**config.mk**
```make
export PLATFORM = sky130hd
export DESIGN_NAME = fp_int_acc_flat
export DESIGN_NICKNAME = d
export VERILOG_FILES = /design/src/rtl/fp_int_acc_if.sv /design/src/rtl/fp_int_acc.sv /design/src/flat_wrapper.sv
export SDC_FILE = /design/constraint.sdc
export NUM_CORES = 1
export LEC_CHECK = 0
export BUFFER_PORTS_ARGS = -buffer_cell sky130_fd_sc_hd__buf_2
export CORE_MARGIN = 2
export CORE_UTILIZATION = 43
export CTS_BUF_LIST = sky130_fd_sc_hd__clkbuf_4
export DETAILED_ROUTE_END_ITERATION = 12
export PLACE_DENSITY = 0.56
export SLEW_MARGIN = 20
export SYNTH_ARGS = -nofsm -noshare
export SYNTH_HDL_FRONTEND = slang
export SYNTH_SLANG_ARGS = --single-unit
```
**constraint.sdc**
```tcl
create_clock -name clk -period 5.23 [get_ports clk]
set_input_delay 1.046 -clock clk [delete_from_list [all_inputs] [get_ports clk]]
set_output_delay 1.046 -clock clk [all_outputs]
set_load 0.02 [all_outputs]
```
**src/rtl/fp_int_acc_if.sv**
```systemverilog
// Product/result bus between fp_int_mul and fp_int_acc.
// The producer drives the strobe side; the accumulator drives the result side.
interface fp_int_acc_if #(
    parameter int ACC_WIDTH = 32
);
    logic                 start_acc;
    logic                 sign_out;
    logic [4:0]           exp_out;
    logic [13:0]          mantissa_out;
    logic                 flush;
    logic [ACC_WIDTH-1:0] acc_out;
    logic                 out_valid;
    logic                 overflow;

    modport master (
        output start_acc, sign_out, exp_out, mantissa_out, flush,
        input  acc_out, out_valid, overflow
    );

    modport slave (
        input  start_acc, sign_out, exp_out, mantissa_out, flush,
        output acc_out, out_valid, overflow
    );
endinterface

```
**src/rtl/fp_int_acc.sv**
```systemverilog
// Two-stage product aligner and group accumulator for the FP-INT MAC column.
// Optional build macro FP_INT_ACC_SAT_EN selects saturating results; the default wraps.
module fp_int_acc #(
    parameter int ACC_WIDTH = 32,
    parameter int FRAC_BITS = 16,
    parameter int NUM_ACC   = 4
) (
    input  logic          clk,
    input  logic          rst,
    fp_int_acc_if.slave   bus
);
    localparam int EXT_W = ACC_WIDTH + 8;
    localparam int SUM_W = ACC_WIDTH + 9;
    localparam int CNT_W = $clog2(NUM_ACC + 1);
    localparam int HI_W  = SUM_W - ACC_WIDTH + 1;

    logic signed [31:0]      sh_s;
    logic [EXT_W-1:0]        mant_ext_s;
    logic [EXT_W-1:0]        mag_s;
    logic [EXT_W-1:0]        aligned_s;

    logic                    s1_valid_r;
    logic [EXT_W-1:0]        s1_aligned_r;
    logic                    flush_pend_r;

    logic [ACC_WIDTH-1:0]    acc_r;
    logic [CNT_W-1:0]        cnt_r;
    logic                    sticky_r;
    logic [ACC_WIDTH-1:0]    acc_out_r;
    logic                    out_valid_r;
    logic                    overflow_r;

    logic [SUM_W-1:0]        addend_s;
    logic [SUM_W-1:0]        sum_s;
    logic [HI_W-1:0]         hi_s;
    logic                    ovf_s;
    logic [ACC_WIDTH-1:0]    result_s;
    logic [CNT_W-1:0]        cnt_inc_s;
    logic                    close_s;

`ifdef FP_INT_ACC_SAT_EN
    localparam logic [ACC_WIDTH-1:0] SAT_MAX = {1'b0, {(ACC_WIDTH-1){1'b1}}};
    localparam logic [ACC_WIDTH-1:0] SAT_MIN = {1'b1, {(ACC_WIDTH-1){1'b0}}};
    logic                    sat_lock_r;
`endif

    assign bus.acc_out   = acc_out_r;
    assign bus.out_valid = out_valid_r;
    assign bus.overflow  = overflow_r;

    // Stage-1 alignment: scale the magnitude to FRAC_BITS fractional bits, then apply sign.
    always_comb begin
        sh_s       = $signed({27'd0, bus.exp_out}) + $signed(32'(FRAC_BITS)) - 32'sd25;
        mant_ext_s = {{(EXT_W-14){1'b0}}, bus.mantissa_out};
        if (sh_s >= 32'sd0) begin
            mag_s = mant_ext_s << sh_s;
        end else begin
            mag_s = mant_ext_s >> (-sh_s);
        end
        if (bus.sign_out) begin
            aligned_s = -mag_s;
        end else begin
            aligned_s = mag_s;
        end
    end

    // Stage-1 registers: captured product and flush request travel together.
    always_ff @(posedge clk) begin
        if (rst) begin
            s1_valid_r   <= 1'b0;
            s1_aligned_r <= {EXT_W{1'b0}};
            flush_pend_r <= 1'b0;
        end else begin
            s1_valid_r   <= bus.start_acc;
            flush_pend_r <= bus.flush;
            if (bus.start_acc) begin
                s1_aligned_r <= aligned_s;
            end else begin
                s1_aligned_r <= s1_aligned_r;
            end
        end
    end

    // Stage-2 add, range check and group-close decision.
    always_comb begin
        if (s1_valid_r) begin
            addend_s  = {{(SUM_W-EXT_W){s1_aligned_r[EXT_W-1]}}, s1_aligned_r};
            cnt_inc_s = cnt_r + {{(CNT_W-1){1'b0}}, 1'b1};
        end else begin
            addend_s  = {SUM_W{1'b0}};
            cnt_inc_s = cnt_r;
        end
        sum_s = {{(SUM_W-ACC_WIDTH){acc_r[ACC_WIDTH-1]}}, acc_r} + addend_s;
        hi_s  = sum_s[SUM_W-1:ACC_WIDTH-1];
        ovf_s = !((&hi_s) || (~|hi_s));
`ifdef FP_INT_ACC_SAT_EN
        // Once clamped the accumulator holds the rail until the group closes.
        if (sat_lock_r) begin
            result_s = acc_r;
        end else if (ovf_s) begin
            result_s = sum_s[SUM_W-1] ? SAT_MIN : SAT_MAX;
        end else begin
            result_s = sum_s[ACC_WIDTH-1:0];
        end
`else
        result_s = sum_s[ACC_WIDTH-1:0];
`endif
        close_s = (s1_valid_r && (cnt_inc_s == CNT_W'(NUM_ACC))) || flush_pend_r;
    end

    // Accumulator, group counter and registered result outputs.
    always_ff @(posedge clk) begin
        if (rst) begin
            acc_r       <= {ACC_WIDTH{1'b0}};
            cnt_r       <= {CNT_W{1'b0}};
            sticky_r    <= 1'b0;
            acc_out_r   <= {ACC_WIDTH{1'b0}};
            out_valid_r <= 1'b0;
            overflow_r  <= 1'b0;
`ifdef FP_INT_ACC_SAT_EN
            sat_lock_r  <= 1'b0;
`endif
        end else if (close_s) begin
            acc_out_r   <= result_s;
            out_valid_r <= 1'b1;
            overflow_r  <= sticky_r | ovf_s;
            acc_r       <= {ACC_WIDTH{1'b0}};
            cnt_r       <= {CNT_W{1'b0}};
            sticky_r    <= 1'b0;
`ifdef FP_INT_ACC_SAT_EN
            sat_lock_r  <= 1'b0;
`endif
        end else begin
            out_valid_r <= 1'b0;
            acc_r       <= result_s;
            cnt_r       <= cnt_inc_s;
            sticky_r    <= sticky_r | ovf_s;
`ifdef FP_INT_ACC_SAT_EN
            sat_lock_r  <= sat_lock_r | ovf_s;
`endif
        end
    end
endmodule

```
**src/flat_wrapper.sv**
```systemverilog
// flat-port wrapper written by rule: the top's interface ports become plain ports
module fp_int_acc_flat 
#(
    parameter int ACC_WIDTH = 32,
    parameter int FRAC_BITS = 16,
    parameter int NUM_ACC   = 4
)
  (clk, rst, bus_start_acc, bus_sign_out, bus_exp_out, bus_mantissa_out, bus_flush, bus_acc_out, bus_out_valid, bus_overflow);
  fp_int_acc_if #(.ACC_WIDTH(ACC_WIDTH)) bus_i ();
  input  logic clk;
  input  logic rst;
  input wire logic [$bits(bus_i.start_acc)-1:0] bus_start_acc;
  input wire logic [$bits(bus_i.sign_out)-1:0] bus_sign_out;
  input wire logic [$bits(bus_i.exp_out)-1:0] bus_exp_out;
  input wire logic [$bits(bus_i.mantissa_out)-1:0] bus_mantissa_out;
  input wire logic [$bits(bus_i.flush)-1:0] bus_flush;
  output wire logic [$bits(bus_i.acc_out)-1:0] bus_acc_out;
  output wire logic [$bits(bus_i.out_valid)-1:0] bus_out_valid;
  output wire logic [$bits(bus_i.overflow)-1:0] bus_overflow;
  assign bus_i.start_acc = bus_start_acc;
  assign bus_i.sign_out = bus_sign_out;
  assign bus_i.exp_out = bus_exp_out;
  assign bus_i.mantissa_out = bus_mantissa_out;
  assign bus_i.flush = bus_flush;
  assign bus_acc_out = bus_i.acc_out;
  assign bus_out_valid = bus_i.out_valid;
  assign bus_overflow = bus_i.overflow;
  fp_int_acc #(.ACC_WIDTH(ACC_WIDTH), .FRAC_BITS(FRAC_BITS), .NUM_ACC(NUM_ACC)) u_core (.clk(clk), .rst(rst), .bus(bus_i));
endmodule
```
==> impl_metrics.yaml <==
yosys:
  synth_edf_count: 0
  synth.distinct_cells: 89
  ys_top_cells_by_area: "sky130_fd_sc_hd__dfxtp_1 23%, sky130_fd_sc_hd__nor2_1 6.4%, sky130_fd_sc_hd__ha_1 5.9%"
  post_synth_instance_area_sq_um: 9820
  seq_area_frac_synth_pct: 22.8
  synth-warning-count: 0
  postSynthNetCount: 1354
  synth_area_per_cell_sq_um: 7.65
  synth_top_cell_by_area: "sky130_fd_sc_hd__dfxtp_1"
  asyncSetResetFlopFracSynth_pct: 0
  postSynth.topFlopCell: "sky130_fd_sc_hd__dfxtp_1"
  flip_flop_and_latch_count_after_synthesis: 112
  synthDominantCellAreaShare_pct: 22.8
  syn_inst: 1283
worst_setup_path:
  timing.setup.critical_path_class: "in2reg"
  crit_path_end_kind: "flip-flop"
  rr_worst_depth: 14
  crit_chain: "buf_2 > inv_1 > ha_1 > xor2_4 > mux2_2 > and2_4 > a21oi_2 > o22ai_1 > or3_4 > or3_1 > or4b_1 > mux2i_1 > a311o_1"
  crit_cells: 13
  critical_path_arrival_ps: 4890
  peak_per_stage_delay_on_the_critical_path_ps: 640
  critical-path-slowest-cell: "sky130_fd_sc_hd__or4b_1"
  cp_max_fo: 13
  worst_ep_required_time_ps: 5620
  cp-start-kind: "input pin"
  worst_path_dominant_cell_family: "simple AND/OR/NAND/NOR gates"
  crit_buf_inv: 2
finish:
  final_core_util_pct: 48.1
  fillCellCount: 2338
  nets_finish: 1417
  most_frequent_standard_cell_in_the_layout_excluding_fill_and_tap_cells: "sky130_fd_sc_hd__nor2_1"
  final_cell_mix: "167 x sky130_fd_sc_hd__nor2_1, 112 x sky130_fd_sc_hd__dfxtp_1, 100 x sky130_fd_sc_hd__a21oi_1, 96 x sky130_fd_sc_hd__nand2_1, 78 x sky130_fd_sc_hd__buf_4"
  areaGrowthSynthToFinish_pct: 10.3
  drive_above_1_share_pct: 15.6
power:
  pwr-share-clk_pct: 19.0
  p_sw_uw: 893
  power.sequential.fraction_pct: 40.9
  comb_power_share_pct: 40.0
  netSwitchingFraction_pct: 39.5
  fin_total_pwr_uw: 2260
  static-leakage-power_uw: 0.00458
  cellPowerDensity_nw_per_um2: 209
  vdd_ir_drop_max_mv: 0.152
  cell_internal_pwr_uw: 1370
clock_network:
  root_buffer: "sky130_fd_sc_hd__clkbuf_4"
  clock_sinks: 112
  cts.htree.levels: 3
  clk_pin_slew_ps: 200
  ctsHoldBuffers: 0
  cts.repair_timing.setup_buffer_count: 0
  post_cts_resized: 0
  cts_buffer_depth: 2
  clkLatencyLatePin_ps: 500
  number_of_buffers_created_by_cts: 9
  clock_tree_from_tritoncts: "built"
placed_design:
  dp_slack_ps: 207
  place.detailed.hpwl_um: 24300
  buffer_ports.inserted: 57
  gp_weighted_congestion: 0.992
floorplanning:
  fp-row-count: 55
  floorplan.core_area_sq_um: 22500
  die-width_um: 155
  effective_utilization_at_floorplan_pct: 43.6
  die_span_y_um: 155
  die_area_sq_um: 24100
  ioPinCount: 58
timing:
  slew_headroom_pct: 45.5
  final.setup_skew_ps: 31.4
  fmaxAchievable_mhz: 222
  setup_viol: 0
  max_slew.worst_pin.slew_ps: 817
  setup_tns_ps: 0
  period_needed_ps: 4500
  finalHoldViolCount: 0
  layout_setup_ws_ps: 727
  max_slew_violation_count: 0
  finalCritPeriodShare_pct: 86.1
  unrepaired_setup_endpoints_after_global_routing: "no"
worst_hold_path:
  hold_path_class: "reg2reg"
  worstHoldPathCells: 2
outcome:
  status: "complete, no violations"
global_routing:
  grt_antenna_before_repair: 1
  grt_start_max_net_pins: 68
  gr-usage-all-layers_pct: 25.4
  global_route.overflow_total: 0
  wire_length_of_the_first_global_routing_pass_um: 49400
  grt_pass1_vias: 9162
routing:
  dr_total_vias: 9767
  post_drt_wl_per_cell_um: 18.8
  drt-vias-per-instance: 5.97
  drt_pre_antenna_iters: 5
  route.detailed.drc: 0
  detailedRoute.firstIterationViolations: 680
  wirelength_um: 30800
  drtAntennaViolNets: 0
job:
  max_cap_violations: 0
[state kept, by name, summed over array words and instances, names as in the netlist]
register	count
u_core.s1_aligned_r	40
u_core.sticky_r	1
u_core.bus.acc_out	32
u_core.bus.out_valid	1
u_core.acc_r	32
u_core.bus.overflow	1
u_core.s1_valid_r	1
u_core.cnt_r	3
u_core.flush_pend_r	1
[path summary, 6_finish.rpt]
kind                                   to  slack, ps                    from
setup reg to reg      u_core.bus.overflow        950       u_core.s1_valid_r
hold / removal     u_core.bus.acc_out[30]        470  u_core.bus.acc_out[30]
setup / recovery  u_core.s1_aligned_r[34]        730          bus_exp_out[0]
hold reg to reg    u_core.bus.acc_out[30]        470  u_core.bus.acc_out[30]
[synthesized netlist by cell type, types with 20 or more instances]
master / n
sky130_fd_sc_hd__nand2_1: 96
sky130_fd_sc_hd__and2_1: 47
sky130_fd_sc_hd__nor2_1: 167
sky130_fd_sc_hd__nand3_1: 30
sky130_fd_sc_hd__mux2i_1: 41
sky130_fd_sc_hd__clkbuf_1: 53
sky130_fd_sc_hd__ha_1: 46
sky130_fd_sc_hd__dfxtp_1: 112
sky130_fd_sc_hd__nor3_1: 37
sky130_fd_sc_hd__o211ai_1: 23
sky130_fd_sc_hd__a21o_1: 20
sky130_fd_sc_hd__a211oi_1: 31
sky130_fd_sc_hd__xnor2_1: 31
sky130_fd_sc_hd__o21ai_0: 50
sky130_fd_sc_hd__inv_1: 33
sky130_fd_sc_hd__a21oi_1: 100
sky130_fd_sc_hd__xor2_1: 27
[per-stage QoR]
stage               cell area, sq um  hold slack, ps  std cells
floorplan                       9820             436       1283
global placement               10700             438       1620
detailed placement             10700             453       1620
CTS                            10800             478       1635
global route                   10800             504       1636
finish                         10800             474       1636
[area by class of cell]
type	instances	area (sq um)	share of cell area, %
diodes	1	2.50	0.0231
clock inverters	6	62.6	0.578
well taps	285	357	3.29
repair buffers	137	911	8.41
inverters	34	128	1.18
clock buffers	9	67.6	0.624
multi-input cells	1052	7060	65.2
flip-flops and latches	112	2240	20.7
[logic make-up (layout without fill, tap and decap cells)]
family,count (synthesis),in the layout,share of synthesized area [%]
and+or+nand+nor,507,507,25.6
adders and majority gates,47,47,6.07
AOI/OAI and AO/OA,369,369,25.6
muxes,66,66,8.16
buffers and inverters,119,186,5.47
xor gates and xnor gates,63,63,6.23
DFF,112,112,22.8
other,0,1,0
[power by group through the flow]
stage               clock network, uW  registers [uW]  logic [uW]
finish                            430             926         906
global placement                    0             943         895
floorplan                           0             943         603
global route                      476             932         982
detailed placement                  0             944         893
CTS                               449             927         896
[worst min-delay path, delay by kind of cell, from the launching register on]
| kind | cells | cell delay, ps |
|---|---|---|
| AOI/OAI and AO/OA | 1 | 50 |
| DFF | 1 | 360 |
| and+or+nand+nor | 1 | 50 |
[layer usage]
layer	vias to the layer above	part of all wire (%)	track usage (%)
met1	4578	46	33.6
met4	0	3.3	9.35
li1	4863	-	-
met5	-	0	0
met2	271	47	43.1
met3	55	3.9	2.37
(Power assumes the default switching activity.)
